[config.mk]
export PLATFORM = sky130hd
export DESIGN_NAME = bnn_fc_infer
export DESIGN_NICKNAME = d
export VERILOG_FILES = /design/src/rtl/bnn_fc_infer.sv
export SDC_FILE = /design/constraint.sdc
export NUM_CORES = 2
export LEC_CHECK = 0
export CORE_AREA = 10 10 314 316
export DETAILED_ROUTE_END_ITERATION = 6
export DIE_AREA = 0 0 324 326
export DONT_BUFFER_PORTS = 1
export GPL_ROUTABILITY_DRIVEN = 0
export SYNTH_ARGS = -nofsm -noshare
export SYNTH_HDL_FRONTEND = slang
export SYNTH_SLANG_ARGS = --single-unit
[constraint.sdc]
create_clock -name clk -period 8.2 [get_ports clk]
set_input_delay 1.23 -clock clk [delete_from_list [all_inputs] [get_ports clk]]
set_output_delay 1.23 -clock clk [all_outputs]
set_load 0.02 [all_outputs]
[src/rtl/bnn_fc_infer.sv]
// bnn_fc_infer: single binary fully-connected layer (XNOR-popcount per class) with argmax over a buffered image.
// Latency: result_valid is high NUM_CLASSES*CHUNKS+2 cycles after the accept cycle (accept, RUN beats, DRAIN, RESULT).
// Backpressure: result is held in RESULT until result_ready; img_ready stays low until the result is taken.
//
// Ports:
//   clk, rst_n            clock and synchronous active-low reset
//   img_in/img_valid/img_ready        flattened binarised image input handshake
//   weight_en/weight_addr/weight_data synchronous weight memory read port (data one cycle after enable)
//   clear                 synchronous abort back to IDLE
//   busy                  high while weight rows are being fetched or the final beat is processed
//   result_valid/result_ready/result_class/result_score  argmax result handshake
module bnn_fc_infer #(
   parameter int IMG_BITS    = 784,
   parameter int NUM_CLASSES = 10,
   parameter int CHUNK       = 16,
   localparam int CHUNKS     = IMG_BITS / CHUNK,
   localparam int AW         = $clog2(NUM_CLASSES * CHUNKS),
   localparam int SW         = $clog2(IMG_BITS + 1),
   localparam int CW         = $clog2(NUM_CLASSES)
) (
   input  logic                clk,
   input  logic                rst_n,
   input  logic [IMG_BITS-1:0] img_in,
   input  logic                img_valid,
   output logic                img_ready,
   output logic                weight_en,
   output logic [AW-1:0]       weight_addr,
   input  logic [CHUNK-1:0]    weight_data,
   input  logic                clear,
   output logic                busy,
   output logic                result_valid,
   input  logic                result_ready,
   output logic [CW-1:0]       result_class,
   output logic [SW-1:0]       result_score
);

   if ((IMG_BITS % CHUNK) != 0) begin : g_chunk_check
      $error("bnn_fc_infer: IMG_BITS must be a multiple of CHUNK");
   end

   localparam int CKW = (CHUNKS > 1) ? $clog2(CHUNKS) : 1;

   typedef enum logic [1:0] {S_IDLE, S_RUN, S_DRAIN, S_RESULT} state_t;

   state_t              state, state_nx;
   logic [IMG_BITS-1:0] img_rot;      // latched image, rotated so the current chunk sits in the low bits
   logic [CKW-1:0]      chunk_cnt;    // issue side: chunk of the address being sent
   logic [CW-1:0]       class_cnt;    // issue side: class of the address being sent
   logic                d_vld;        // data side: weight_data is valid this cycle
   logic                d_last;       // data side: this beat closes a class
   logic [CW-1:0]       d_class;
   logic [SW-1:0]       acc;
   logic [SW-1:0]       best_score;
   logic [CW-1:0]       best_class;

   logic                accept, last_chunk, last_issue, take;
   logic [SW-1:0]       chunk_term, class_score, best_score_nx;
   logic [CW-1:0]       best_class_nx;

   function automatic logic [SW-1:0] popcnt(input logic [CHUNK-1:0] v);
      logic [SW-1:0] n;
      n = '0;
      for (int j = 0; j < CHUNK; j++) n = n + SW'(v[j]);
      return n;
   endfunction

   assign accept     = (state == S_IDLE) && img_valid && !clear;
   assign last_chunk = (chunk_cnt == CKW'(CHUNKS - 1));
   assign last_issue = last_chunk && (class_cnt == CW'(NUM_CLASSES - 1));

   // Score path for the beat currently on weight_data.
   always_comb begin
      chunk_term    = popcnt(~(img_rot[CHUNK-1:0] ^ weight_data));
      class_score   = acc + chunk_term;
      // Strictly greater: on a tie the earlier (lower) class keeps the win.
      take          = d_vld && d_last && (class_score > best_score);
      best_score_nx = take ? class_score : best_score;
      best_class_nx = take ? d_class : best_class;
   end

   always_comb begin
      state_nx     = state;
      img_ready    = 1'b0;
      weight_en    = 1'b0;
      busy         = 1'b0;
      result_valid = 1'b0;
      case (state)
         S_IDLE: begin
            img_ready = !clear;
            if (accept) state_nx = S_RUN;
         end
         S_RUN: begin
            weight_en = 1'b1;
            busy      = 1'b1;
            if (last_issue) state_nx = S_DRAIN;
         end
         S_DRAIN: begin
            busy     = 1'b1;
            state_nx = S_RESULT;
         end
         S_RESULT: begin
            result_valid = 1'b1;
            if (result_ready) state_nx = S_IDLE;
         end
         default: state_nx = S_IDLE;
      endcase
      if (clear) state_nx = S_IDLE;
   end

   always_ff @(posedge clk) begin
      if (!rst_n) begin
         state        <= S_IDLE;
         img_rot      <= '0;
         chunk_cnt    <= '0;
         class_cnt    <= '0;
         weight_addr  <= '0;
         d_vld        <= 1'b0;
         d_last       <= 1'b0;
         d_class      <= '0;
         acc          <= '0;
         best_score   <= '0;
         best_class   <= '0;
         result_class <= '0;
         result_score <= '0;
      end else begin
         state   <= state_nx;
         d_vld   <= weight_en && !clear;
         d_last  <= last_chunk;
         d_class <= class_cnt;
         if (accept) begin
            img_rot     <= img_in;
            chunk_cnt   <= '0;
            class_cnt   <= '0;
            weight_addr <= '0;
            acc         <= '0;
            best_score  <= '0;
            best_class  <= '0;
         end else begin
            // Address stays on its last value once the final word is issued.
            if (weight_en && !last_issue) begin
               weight_addr <= weight_addr + AW'(1);
               if (last_chunk) begin
                  chunk_cnt <= '0;
                  class_cnt <= class_cnt + CW'(1);
               end else begin
                  chunk_cnt <= chunk_cnt + CKW'(1);
               end
            end
            if (d_vld) begin
               // Rotating by one chunk per beat returns to chunk 0 after each class.
               img_rot    <= (img_rot >> CHUNK) | (img_rot << (IMG_BITS - CHUNK));
               acc        <= d_last ? '0 : class_score;
               best_score <= best_score_nx;
               best_class <= best_class_nx;
            end
            // The final beat is folded in during DRAIN, so load from the bypassed best.
            if (state == S_DRAIN && !clear) begin
               result_class <= best_class_nx;
               result_score <= best_score_nx;
            end
         end
      end
   end

endmodule

After elaboration in Yosys (flattened, before gate mapping)

Index checks and enable logic that the tools add are counted.

Register bits: 849
Bits of input ports: 805
Output and inout port bits: 27
Logic and storage cells: 78

$add $sub $neg: 19
Order comparisons: 1
Equal/unequal tests: 8
Mux-type cells: 14
Bitwise gates (word level): 5
Reduce and logical (&&, ||, !) cells: 18

Operators by type and width:

| operator                                      | count |
|---|---|
| two-way mux 784 bit                           | 2 |
| bitwise OR 768 x 784 -> 784 bit               | 1 |
| adder 10 x 1 -> 10 bit                        | 6 |
| two-way mux 10 bit                            | 2 |
| NOT 16 bit                                    | 1 |
| bitwise XOR 16 bit                            | 1 |
| adder 10 bit                                  | 1 |
| adder 9 x 1 -> 10 bit                         | 1 |
| greater-than comparator 10 bit                | 1 |
| adder 8 x 1 -> 9 bit                          | 1 |
| adder 9 x 1 -> 9 bit (second input constant)  | 1 |
| adder 7 x 1 -> 8 bit                          | 1 |
| logical AND 1 bit                             | 8 |
| case mux 2 bit (4 select lines)               | 1 |
| adder 6 x 1 -> 7 bit                          | 1 |
| adder 5 x 1 -> 6 bit                          | 1 |
| adder 6 x 1 -> 6 bit (second input constant)  | 1 |
| == test 6 bit (second input constant)         | 1 |
| two-way mux 2 bit                             | 3 |
| two-way mux 6 bit                             | 1 |
| inequality test 2 bit (second input constant) | 3 |
| OR reduction 2 bit                            | 3 |
| adder 4 x 1 -> 5 bit                          | 1 |
| adder 3 x 1 -> 4 bit                          | 1 |
| other kinds (14)                              | 21 |

Depth between registers and ports, before layout

Word-level depth: 21
Depth in mapped cells: 23
Mapped depth without buffers: 22

Least setup slack after synthesis

OpenSTA, ideal clock, no wires.

Kind: in2reg
Start point: input port weight_data[15]
End point: register result_score[7]
Library setup time: 125 ps
Arrival: 6320 ps
Data required time: 8075 ps
Setup slack: 1755 ps
Stages: 22
Buffers on the path: 1
Cells stage by stage: xor2_1 > fa_1 > inv_1 > fa_1 > inv_1 > fa_1 > inv_1 > fa_1 > fa_1 > inv_1 > fa_1 > nor2b_1 > o31a_1 > o2111ai_1 > xnor2_1 > ha_1 > nand4_1 > o311ai_0 > a31oi_2 > buf_4 > mux2i_1 > o21ai_0

Word-level cells in the longest chain between the ends: 7

Ends and longest elaborated chain:

| item                           | line | text |
|---|---|---|
| start, declared                | 28   | `input logic [CHUNK-1:0] weight_data,` |
| bitwise XOR 16 bit (*)         | 73   | `chunk_term = popcnt(~(img_rot[CHUNK-1:0] ^ weight_data));` |
| NOT 16 bit (*)                 | 73   |  |
| adder 10 x 1 -> 10 bit (*)     | 63   | `for (int j = 0; j < CHUNK; j++) n = n + SW'(v[j]);` |
| adder 10 bit (*)               | 74   | `class_score = acc + chunk_term;` |
| greater-than comparator 10 bit | 76   | `take = d_vld && d_last && (class_score > best_score);` |
| logical AND 1 bit              | 76   |  |
| two-way mux 10 bit (*)         | 77   | `best_score_nx = take ? class_score : best_score;` |
| end signal, assigned           | 159  | `result_score <= best_score_nx;` |
| end, declared                  | 34   | `output logic [SW-1:0] result_score` |

Every way passes the cells marked *; elsewhere a longest branch is shown, timed or not.
A chain may end at the register's enable or synchronous reset.

Worst setup path after layout

Start point: input port weight_data[15]
End point: register result_class[2]

Word-level cells in the longest chain between the ends: 7

Ends and longest elaborated chain:

| item                           | line | text |
|---|---|---|
| bitwise XOR 16 bit             | 73   |  |
| NOT 16 bit                     | 73   |  |
| adder 10 x 1 -> 10 bit         | 63   |  |
| adder 10 bit                   | 74   |  |
| greater-than comparator 10 bit | 76   |  |
| logical AND 1 bit              | 76   |  |
| two-way mux 4 bit              | 78   | `best_class_nx = take ? d_class : best_class;` |
| end signal, assigned           | 158  | `result_class <= best_class_nx;` |
| end, declared                  | 33   | `output logic [CW-1:0] result_class,` |

No other way between the ends.

==> summary.md <==
| Metric | Value |
|---|---|
| Status | `finished, final reports clean` |
| Initial antenna violation count | `70` |
| Pwr Density | `251 nW/um2` |
| Final wirelength | `125000 um` |
| Max incr delay on CP | `0.68 ns` |
| Final nets | `4485` |
| Post-cts sizing count | `0` |
| Via-to-Cell Ratio | `5.55` |
| I/O pin cnt | `832` |
| Crit path kind | `input pin to register` |
| Synth unique cells | `45` |
| ANT nets after route | `0` |
| CTS max path bufs | `3` |
| CP arrival | `6.68 ns` |
| Syn. warnings | `0` |
| Final non-filler cell area | `41100 um2` |
| Commonest non-fill, non-tap cell in the layout | `dfxtp_1` |
| Non-Filler Instances | `4968` |
| Maximum VDD drop | `0.177 mV` |
| Leakage | `13.1 nW` |
| DP Worst Slack | `1.40 ns` |
| Syn avg cell area | `9.64 um2` |
| Die Area | `106000 um2` |
| Xor/xnor share of the synthesized area | `0.821%` |
| Placed Cells incl. Taps | `4741` |
| Hold slack | `0.482 ns` |
| Main combinational cell family by area after synthesis | `multiplexers` |
| Crit. End Element | `register` |
| Number of remaining DRC errors | `0` |
| Buf/Inv on CP | `4` |
| Via Count | `27600` |
| Post-Synthesis Cells | `3877` |
| Startpoint Class | `input pin` |
| Largest net degree at the start of global routing | `255` |
| Rows | `112` |
| CP Cell Sequence | `xor2_1, fa_1, inv_1, fa_1, inv_1, fa_1, inv_1, fa_1, fa_1, a211oi_1, o21bai_1, o311ai_0, ha_1, nand4_1, o311ai_0, a31oi_2, buf_4, mux2i_1, o21ai_0` |
| Ys flop type | `dfxtp_1` |
| Tot GR Track Use | `22.3%` |
| Mux cell area share after synthesis | `21.4%` |
| Slew headroom | `26.8%` |
| Worst Tran Pin Value | `1.10 ns` |
| Hold Path Class | `register to register` |
| Post-CTS setup buffers | `0` |
| Required @ worst endpoint | `8.71 ns` |
| Die Wd | `324 um` |
| Global route total overflow | `0` |
| # Max-Cap Violations | `0` |
| Sequential-to-total area share from yosys stat | `45.5%` |
| Core Region | `92500 um2` |
| Clk_lat worst skew | `0.66 ns` |
| WL per Instance | `25.1 um` |
| CTS Buf Count | `95` |
| Hpwl dp | `92100 um` |
| Detailed Route Iter0 Violations | `2354` |
| CTS Hold Bufs | `0` |
| Simple-Gate Fraction of Synth Area | `9.43%` |
| Layout cells sized above 1 | `5.14%` |
| Die Y | `326 um` |
| Most frequent cells in the layout | `dfxtp_1, nor2_1, mux2i_1, a211oi_1, clkbuf_16` |
| Most frequent CP cell | `fa_1` |
| H-tree depth | `3` |
| Crit path max fanout | `14` |
| Clock transition at the registers of the reported paths | `0.06 ns` |
| Area share of fa/ha/maj cells after synthesis | `1.55%` |
| Area growth from synthesis to layout | `9.99%` |
| CTS root buf | `clkbuf_16` |
| Compound-Gate Fraction of Synth Area | `16.8%` |
| Initial Utilization | `40.4%` |
| Setup Skew | `0.0164 ns` |
| Area after DPL | `37700 um2` |
| Post-synth EDFFs | `0` |
| IO Port Bufs | `0` |
| Fillers | `8941` |
| Worst setup margin | `2.03 ns` |
| CP delay by family, top | `adder cells` |
| RSZ-0062 raised after global routing | `no` |
| First-pass GRT wire length | `179000 um` |
| First-pass DRT Iterations | `6` |
| Fin Setup TNS | `0 ns` |
| Mapped Nets | `4721` |
| CTS tree | `built` |
| FFs w/ async S/R, synth | `0%` |
| Synth Cell Area | `37400 um2` |
| Clock sinks | `849` |
| Critical-path top delay cell | `o311ai_0` |
| Fin crit period | `6.17 ns` |
| Final worst-path cycle share | `75.3%` |
| Pins Over Slew Limit | `0` |
| Number of synthesized register bits | `849` |
| FMAX | `0.162 GHz` |
| Vias in the first global route | `26400` |
| Finish-stage setup viols | `0` |
| Final hold vios | `0` |
worst paths after layout:
kind	endpoint	slack, ns	depth (start not counted)	from
max	result_class[2]	2.03	19	weight_data[15]
min	best_class[0]	0.48	2	d_class[0]
max reg2reg	result_class[2]	2.22	19	img_rot[15]
min reg2reg	best_class[0]	0.48	2	d_class[0]
metrics by stage:
| stage | power [mW] | util [%] |
|---|---|---|
| 2_1_floorplan | 5.67 | - |
| 3_3_place_gp | 5.99 | 40.8 |
| 3_5_place_dp | 6.02 | 40.8 |
| 4_1_cts | 10.4 | 44.3 |
| 5_1_grt | 10.8 | 44.4 |
| 6_report | 10.3 | 44.4 |
per-layer routing:
layer | vias up | part of all wire [%] | GRT usage, %
met4 | 24 | 3.1 | 9.95
met5 | - | 0.13 | 0
met3 | 181 | 7.7 | 6.96
met1 | 12900 | 42 | 27.9
li1 | 13700 | - | -
met2 | 784 | 47 | 35.0
cell type report:
| cell class | instances | area (um2) | share of cell area [%] |
|---|---|---|---|
| diodes | 55 | 138 | 0.335 |
| repair buffers | 28 | 360 | 0.877 |
| clock inverters | 28 | 328 | 0.798 |
| flip-flops and latches | 849 | 17000 | 41.4 |
| inverters | 41 | 161 | 0.393 |
| clock buffers | 144 | 2910 | 7.07 |
| well taps | 1197 | 1500 | 3.65 |
| multi-input cells | 2626 | 18700 | 45.5 |
cell families (layout without fill, tap and decap cells):
logic type / count (synthesis) / count (layout)
flops: 849 / 849
simple gates: 907 / 907
fa+ha+maj: 39 / 39
compound gates: 845 / 845
other cells: 0 / 55
xor+xnor: 35 / 35
mux: 800 / 800
buf+inv: 402 / 241
cell usage after synthesis (2+ instances only):
cell,number,area (um2)
buf_2,121,606
and2_1,3,18.8
a21o_1,3,22.5
dfxtp_1,849,17000
o311ai_0,2,17.5
xnor2_1,20,175
o21ai_0,22,110
a2bb2oi_1,2,17.5
inv_1,41,154
fa_1,12,240
nor2b_1,11,68.8
a211oi_1,787,5910
xor2_1,15,131
ha_1,27,338
a21oi_1,18,90.1
or3_1,2,12.5
nor3_1,2,10.0
nand4_1,11,68.8
nand2_1,31,116
nor2_1,833,3130
mux2i_1,800,8010
buf_1,7,26.3
clkbuf_1,231,867
nor3b_1,5,37.5
o31a_1,2,17.5
report_power, final:
group | internal [mW] | switching [mW]
Combinational | 0.534 | 0.724
Sequential | 4.43 | 0.243
Clock | 2.63 | 1.75
Total | 7.59 | 2.72
sequential cells by signal (all words and copies together), names as in the netlist:
register,cells
acc,10
best_class,4
best_score,10
chunk_cnt,6
class_cnt,4
d_class,4
d_last,1
d_vld,1
img_rot,784
result_class,4
result_score,10
state,2
weight_addr,9
worst reg2reg max path: stages (launching register included):
cell      delay (ns)
dfxtp_1         0.34
xor2_1          0.19
fa_1            0.54
inv_1           0.05
fa_1            0.49
inv_1           0.05
fa_1            0.52
inv_1           0.05
fa_1            0.44
fa_1            0.42
a211oi_1        0.25
o21bai_1        0.22
o311ai_0        0.68
ha_1            0.37
nand4_1         0.13
o311ai_0        0.17
a31oi_2         0.21
buf_4           0.29
mux2i_1         0.27
o21ai_0         0.14
Power figures use the tool's default switching activity.
